==> src/rtl/fnd_scan_sequencer.sv <==
// fnd_scan_sequencer
// Time-multiplexes one 4-bit add/subtract datapath and one FND decoder across
// four display digits. Each digit is lit for ON_CYCLES cycles, followed by
// BLANK_CYCLES cycles of blanking. The per-digit carry/borrow returned by the
// adder is captured on the last lit cycle of that digit.
//
// Ports:
//   i_clk, i_reset      clock, synchronous active-high reset
//   i_en                scan enable (low forces IDLE, digit 0)
//   i_load              one-cycle request to capture i_a/i_b/i_mode
//   i_a, i_b            operands, nibble k belongs to digit k
//   i_mode              0 = add, 1 = subtract
//   i_carry             carry/borrow from the external adder
//   o_a, o_b, o_mode    operands and mode presented to the adder
//   o_digitSelect       digit index to the decoder
//   o_en                decoder enable (digit lit)
//   o_carry             captured carry/borrow per digit
//   o_loadPending       load accepted, waiting for a frame boundary
//   o_frameDone         one-cycle pulse when digit 3's blank ends
module fnd_scan_sequencer #(
  parameter int ON_CYCLES    = 1000,
  parameter int BLANK_CYCLES = 8
) (
  input  logic        i_clk,
  input  logic        i_reset,
  input  logic        i_en,
  input  logic        i_load,
  input  logic [15:0] i_a,
  input  logic [15:0] i_b,
  input  logic        i_mode,
  input  logic        i_carry,
  output logic [3:0]  o_a,
  output logic [3:0]  o_b,
  output logic        o_mode,
  output logic [1:0]  o_digitSelect,
  output logic        o_en,
  output logic [3:0]  o_carry,
  output logic        o_loadPending,
  output logic        o_frameDone
);

  localparam int MAX_CYCLES = (ON_CYCLES > BLANK_CYCLES) ? ON_CYCLES : BLANK_CYCLES;
  localparam int CNT_W      = $clog2(MAX_CYCLES);
  localparam logic [CNT_W-1:0] ON_LAST    = CNT_W'(ON_CYCLES - 1);
  localparam logic [CNT_W-1:0] BLANK_LAST = CNT_W'(BLANK_CYCLES - 1);

  typedef enum logic [1:0] {
    IDLE   = 2'd0,
    ACTIVE = 2'd1,
    BLANK  = 2'd2
  } state_t;

  state_t           state_q, state_d;
  logic [1:0]       digit_q, digit_d;
  logic [CNT_W-1:0] cnt_q, cnt_d;
  logic             en_q, en_d;
  logic [3:0]       carry_q, carry_d;
  logic             frame_done_q, frame_done_d;
  logic [15:0]      app_a_q, app_a_d;
  logic [15:0]      app_b_q, app_b_d;
  logic             app_mode_q, app_mode_d;
  logic [15:0]      pend_a_q, pend_a_d;
  logic [15:0]      pend_b_q, pend_b_d;
  logic             pend_mode_q, pend_mode_d;
  logic             pend_q, pend_d;
  logic             wrap;
  logic             apply_ok;

  always_comb begin
    state_d      = state_q;
    digit_d      = digit_q;
    cnt_d        = cnt_q;
    carry_d      = carry_q;
    frame_done_d = 1'b0;
    app_a_d      = app_a_q;
    app_b_d      = app_b_q;
    app_mode_d   = app_mode_q;
    pend_a_d     = pend_a_q;
    pend_b_d     = pend_b_q;
    pend_mode_d  = pend_mode_q;
    pend_d       = pend_q;
    wrap         = 1'b0;

    if (!i_en) begin
      state_d = IDLE;
      digit_d = 2'd0;
      cnt_d   = '0;
    end else begin
      case (state_q)
        IDLE: begin
          state_d = ACTIVE;
          digit_d = 2'd0;
          cnt_d   = '0;
        end
        ACTIVE: begin
          if (cnt_q == ON_LAST) begin
            // Last lit cycle: the adder output reflects this digit's operands.
            carry_d[digit_q] = i_carry;
            state_d          = BLANK;
            cnt_d            = '0;
          end else begin
            cnt_d = cnt_q + CNT_W'(1);
          end
        end
        BLANK: begin
          if (cnt_q == BLANK_LAST) begin
            state_d = ACTIVE;
            cnt_d   = '0;
            digit_d = digit_q + 2'd1;
            if (digit_q == 2'd3) begin
              frame_done_d = 1'b1;
              wrap         = 1'b1;
            end
          end else begin
            cnt_d = cnt_q + CNT_W'(1);
          end
        end
        default: begin
          state_d = IDLE;
          digit_d = 2'd0;
          cnt_d   = '0;
        end
      endcase
    end

    // Operands only change between frames (or while idle) so all four digits
    // of one frame come from the same operand set.
    apply_ok = wrap || (state_q == IDLE);

    if (i_load) begin
      pend_a_d    = i_a;
      pend_b_d    = i_b;
      pend_mode_d = i_mode;
    end

    if (apply_ok) begin
      // A load arriving exactly on the boundary bypasses the pending stage.
      if (i_load) begin
        app_a_d    = i_a;
        app_b_d    = i_b;
        app_mode_d = i_mode;
      end else if (pend_q) begin
        app_a_d    = pend_a_q;
        app_b_d    = pend_b_q;
        app_mode_d = pend_mode_q;
      end
      pend_d = 1'b0;
    end else if (i_load) begin
      pend_d = 1'b1;
    end

    en_d = (state_d == ACTIVE);
  end

  always_ff @(posedge i_clk) begin
    if (i_reset) begin
      state_q      <= IDLE;
      digit_q      <= 2'd0;
      cnt_q        <= '0;
      en_q         <= 1'b0;
      carry_q      <= 4'd0;
      frame_done_q <= 1'b0;
      app_a_q      <= 16'd0;
      app_b_q      <= 16'd0;
      app_mode_q   <= 1'b0;
      pend_a_q     <= 16'd0;
      pend_b_q     <= 16'd0;
      pend_mode_q  <= 1'b0;
      pend_q       <= 1'b0;
    end else begin
      state_q      <= state_d;
      digit_q      <= digit_d;
      cnt_q        <= cnt_d;
      en_q         <= en_d;
      carry_q      <= carry_d;
      frame_done_q <= frame_done_d;
      app_a_q      <= app_a_d;
      app_b_q      <= app_b_d;
      app_mode_q   <= app_mode_d;
      pend_a_q     <= pend_a_d;
      pend_b_q     <= pend_b_d;
      pend_mode_q  <= pend_mode_d;
      pend_q       <= pend_d;
    end
  end

  assign o_a           = app_a_q[4*digit_q +: 4];
  assign o_b           = app_b_q[4*digit_q +: 4];
  assign o_mode        = app_mode_q;
  assign o_digitSelect = digit_q;
  assign o_en          = en_q;
  assign o_carry       = carry_q;
  assign o_loadPending = pend_q;
  assign o_frameDone   = frame_done_q;

endmodule

==> config.mk <==
export PLATFORM = sky130hd
export DESIGN_NAME = fnd_scan_sequencer
export DESIGN_NICKNAME = d
export VERILOG_FILES = /design/src/rtl/fnd_scan_sequencer.sv
export SDC_FILE = /design/constraint.sdc
export NUM_CORES = 1
export LEC_CHECK = 0
export ABC_CLOCK_PERIOD_IN_PS = 2640
export CAP_MARGIN = 0
export CORE_MARGIN = 3
export CORE_UTILIZATION = 54
export DETAILED_ROUTE_END_ITERATION = 7
export PLACE_DENSITY = 0.84
export SKIP_LAST_GASP = 1
export SLEW_MARGIN = 20
export SYNTH_ARGS = -nofsm -noshare
export SYNTH_HDL_FRONTEND = slang
export SYNTH_SLANG_ARGS = --single-unit
==> constraint.sdc <==
create_clock -name i_clk -period 2.64 [get_ports i_clk]
set_input_delay 0.264 -clock i_clk [delete_from_list [all_inputs] [get_ports i_clk]]
set_output_delay 0.264 -clock i_clk [all_outputs]
set_load 0.01 [all_outputs]
Yosys cells after proc, flatten, opt, wreduce, memory -nomap -nowiden
Cells that the tools add are included.
W data, S select, Z words.
Word-level totals
  input port bits: 38
  logic and storage cells: 59
  register bits: 87
  output and inout port bits: 18
Cells by class
  $lt $le $gt $ge: 2
  shift-type cells: 2
  equality and inequality tests: 7
  multiplexer cells: 22
  bitwise logic cells: 2
  $add $sub $neg: 2
  reduce and logical (&&, ||, !) cells: 9
Operators with widths (count)
  $mux W16: 4
  $shiftx A16 B5 Y4: 2
  $mux W10: 2
  $pmux W10 S2: 1
  $add A10 B1 Y10 const B: 1
  $eq A10 B10 Y1 const B: 1
  $eq A10 B3 Y1 const B: 1
  $mux W2: 4
  $mux W1: 7
  $pmux W2 S3: 1
  $bwmux W4: 1
  $eq A2 B1 Y1 const B: 2
  $eq A2 B2 Y1 const B: 2
  $pmux W2 S2: 1
  $reduce_and A2 Y1: 2
  $reduce_or A2 Y1: 2
  $lt A2 B3 Y1 const B: 1
  $reduce_and A3 Y1: 1
  $add A2 B1 Y2 const B: 1
  $demux W1 S2: 1
  $ge A2 B1 Y1 const B: 1
  $logic_not A2 Y1: 1
  $ne A2 B2 Y1 const B: 1
  $not A1 Y1: 2
  3 further kinds: 3

Logic depth before layout (Yosys ltp)
  depth in word-level cells: 7
  gate-level depth with buffers: 8
  gate-level depth less buffers: 6

Worst setup path after synthesis
Ideal clock, no wire load.
  path type: flip-flop to flip-flop
  from: register cnt_q[5]
  to: register app_a_q[0]
  clock period less this slack: 1.923 ns
  arrival time: 1.800 ns
  buffers on the path: 2
  slack: 0.717 ns
  stages on the path, launching flop included: 7
  data required time: 2.517 ns
  library setup time: 0.123 ns
  cells stage by stage: dfxtp_1 > or3_4 > nor4_2 > o22a_1 > buf_4 > buf_6 > mux2_1
On the way
  longest elaborated chain between the ends: 6
RTL lines
  start: declaration: line 55  | logic [CNT_W-1:0] cnt_q, cnt_d;
  start signal: assignment: line 173  | cnt_q <= cnt_d;
  $eq A10 B3 Y1: line 106  | if (cnt_q == BLANK_LAST) begin
  $mux W1: line 106
  $mux W1: line 89  | case (state_q)
  $mux W1: line 84  | if (!i_en) begin
  $logic_or A1 B1 Y1: line 128  | apply_ok = wrap || (state_q == IDLE);
  $reduce_and A2 Y1 (no source line)
  end signal: assignment: line 177  | app_a_q <= app_a_d;
  end: declaration: line 59  | logic [15:0] app_a_q, app_a_d;
Every way passes these cells.
A chain may end at the register's enable or synchronous reset.

Worst setup path after layout
  from: register digit_q[0], in the netlist o_digitSelect[0]
  to: output o_a[0]
On the way
  longest elaborated chain between the ends: 1
RTL lines
  start: declaration: line 54  | logic [1:0] digit_q, digit_d;
  start signal: assignment: line 172  | digit_q <= digit_d;
  $shiftx A16 B5 Y4: line 187  | assign o_a = app_a_q[4*digit_q +: 4];
  end: declaration: line 32  | output logic [3:0] o_a,
Every way passes these cells.

==> run metrics <==
post-route cell area 4522 um^2; peak supply drop a little under 0.4 mV; first-pass GRT wire length 11,400 um; Internal between 1.5 and 2 mW; Final Setup Violations 0; initial antenna violation count 0; most common cell in the synthesized netlist dfxtp_1; WL per Instance 14.61 um; P&R area growth vs syn 20.91%; Max-Cap Viols 0; CP endpoint kind output pin; DRC Markers 0; height of the die ~89 um; std cell rows 29; DRT Wirelength between 6000 and 7000 um; Critical Path, Cell by Cell buf_12 -> mux4_2 -> clkdlybuf4s50_1; Fmax between 400 and 500 MHz; synthesized area 3740 um^2; share of layout cells above drive strength 1 10.35%; Post-synth ARST share 0%; Post-synth EDFFs 0; Total Power 2.577 mW; port bufs 55; total CTS buffers 9; FF+latch count, synth just under 90; Clock transition at path regs approximately 0.08 ns; final core occ about 69%; DP Area approximately 4300 um^2; Combinational Power Share about a tenth; Yosys cell types between 40 and 50; status complete, no violations; fin. max-slew vios 0; fin crit share 87.79%; Layout Cells excl Fill 473; Antenna diodes 0; top cells by count, synth dfxtp_1 (87), nor2_1 (51), mux2i_1 (37); Leakage around 1.8 nW; Relative slew margins 62.80%; gp weighted congestion between 0.9 and 1; pre-CTS setup slack about 0.49 ns; Routed Antenna Nets 0; cells after synthesis 339; clock group share of total power between 30% and 40%; layout net count 438; Worst Skew around 0.016 ns; RSZ-0062 raised after global routing no; 1st-iter DRT viols 110; dpl cells about 460; Crit path required time roughly 2.4 ns; vias in the first global route around 2,500; Post-Syn Nets roughly 390; grt ovf 0; Setup CP Type reg -> out; Worst EP arrival roughly 2.1 ns; IO Count 56; post-CTS setup buffers 0; Root Driver clkbuf_8; initial core utilization a little under three fifths; post-synth top area share between 40 and 50%; # clock sinks between 80 and 90; setup ws final 0.3224 ns; Yosys warnings 0; Switching Fraction a little under a quarter; biggest area consumer among synthesized cells dfxtp_1; cell area power density approximately 570 nW/um^2; Die Area roughly 8000 um^2; Min-Delay Path Class in -> reg; Sequential Power Share 54.3%; post_cts resized 0; CP delay by family, top buffers and inverters; H-tree Lvls 3; worst slew pin tran ~0.56 ns; kind of launch point of the worst setup path flop; CP max FO 8; Top FF cell, synth dfxtp_1; vias per cell between 5 and 6; endpoints failing hold 0; P_sw 0.6011 mW; syn avg cell area about 11 um^2; die width about 89 um; Tmin final ~2.3 ns; Clock Tree Buf Depth 2; vias between 2,000 and 2,500; Detailed Place HPWL between 4000 and 5000 um; Slowest-stage cell, CP dfxtp_1; CP Buf/Inv Count 2; largest net degree at the start of global routing 75; CTS tree yes; WHS approximately 0.38 ns; Clk Latency, worst-skew pair 0.36 ns; 1st-pass router iterations 4; largest cells by area after synthesis dfxtp_1 (47%), mux2i_1 (9.9%), mux2_1 (9.0%); setup TNS 0 ns; gr usage total 18.99%; CTS Hold Bufs 0; Seq/Total Area, Yosys a little under half; CORE AREA between 6000 and 7000 um^2; CP peak stage delay just over 0.5 ns
cells by family (layout without fill, tap and decap cells):
kind of cell | Yosys count | after routing | synth area share (%)
and+or+nand+nor | 116 | 116 | 16.43
DFF | 87 | 87 | 46.57
muxes | 78 | 78 | 24.66
buffers and inverters | 28 | 85 | 4.717
AOI/OAI and AO/OA | 13 | 13 | 2.743
adders and majority gates | 9 | 9 | 3.011
xor gates and xnor gates | 8 | 8 | 1.873
cell type report:
type                    instances  area [um^2]
repair buffers                 61        635.6
fillers                       491         2009
multi-input cells             224         1822
flip-flops and latches         87         1742
inverters                       8        30.03
clock inverters                 6        68.82
well taps                      77        96.34
clock buffers                  10        127.6
metal layers:
metal,global-route usage (%),up-vias,wire length [um]
li1,-,1272,-
met1,24.24,1164,3190
met2,30.01,48,3220
met3,5.714,10,365
met4,7.984,0,134
met5,0,-,0
flip-flops by register name, indices dropped and copies added (netlist names), 2 cells and up:
name / flops
pend_a_q: 16
o_digitSelect: 2
state_q: 2
cnt_q: 10
o_carry: 4
app_b_q: 16
app_a_q: 16
pend_b_q: 16
worst register-to-register path, delay by kind of cell, from the launching register on:
| kind | cells | cell delay, ns |
|---|---|---|
| simple gates | 2 | 0.82 |
| flops | 1 | 0.36 |
| mux | 1 | 0.36 |
| compound gates | 1 | 0.22 |
| buf+inv | 1 | 0.22 |
cell usage in the layout, fill, tap and decap left out, drive strengths merged, types with 2 or more instances in the layout:
| master | netlist | final |
|---|---|---|
| inv | 8 | 9 |
| nor2 | 51 | 51 |
| mux2i | 37 | 37 |
| clkinv | 0 | 3 |
| dfxtp | 87 | 87 |
| nor4 | 3 | 3 |
| clkbuf | 11 | 10 |
| xnor2 | 4 | 4 |
| or3 | 2 | 2 |
| clkdlybuf4s50 | 0 | 53 |
| buf | 9 | 8 |
| nand3 | 5 | 5 |
| mux2 | 33 | 33 |
| mux4 | 8 | 8 |
| o21ai | 2 | 2 |
| a21oi | 2 | 2 |
| nand4 | 5 | 5 |
| xor2 | 4 | 4 |
| nor2b | 35 | 35 |
| ha | 9 | 9 |
| o31ai | 2 | 2 |
| nor3 | 3 | 3 |
| o31a | 2 | 2 |
power groups by stage:
stage / logic (mW) / registers [mW] / clock network, mW
2_1_floorplan: 0.172 / 1.42 / 0
3_3_place_gp: 0.268 / 1.43 / 0
3_5_place_dp: 0.276 / 1.43 / 0
4_1_cts: 0.277 / 1.40 / 0.928
5_1_grt: 0.300 / 1.41 / 0.988
6_report: 0.273 / 1.40 / 0.905
worst paths after layout:
kind	startpoint	endpoint	slack (ns)	depth (start not counted)
setup / recovery	o_digitSelect[0]$_SDFFE_PP0P_	o_a[0]	0.32	3
hold / removal	i_reset	o_carry[1]$_SDFFE_PP0P_	0.38	3
setup reg to reg	cnt_q[5]$_SDFF_PP0_	app_b_q[2]$_SDFFE_PP0P_	0.55	5
hold reg to reg	cnt_q[0]$_SDFF_PP0_	cnt_q[0]$_SDFF_PP0_	0.46	1
Note: power is estimated with default switching activity, not from simulation.
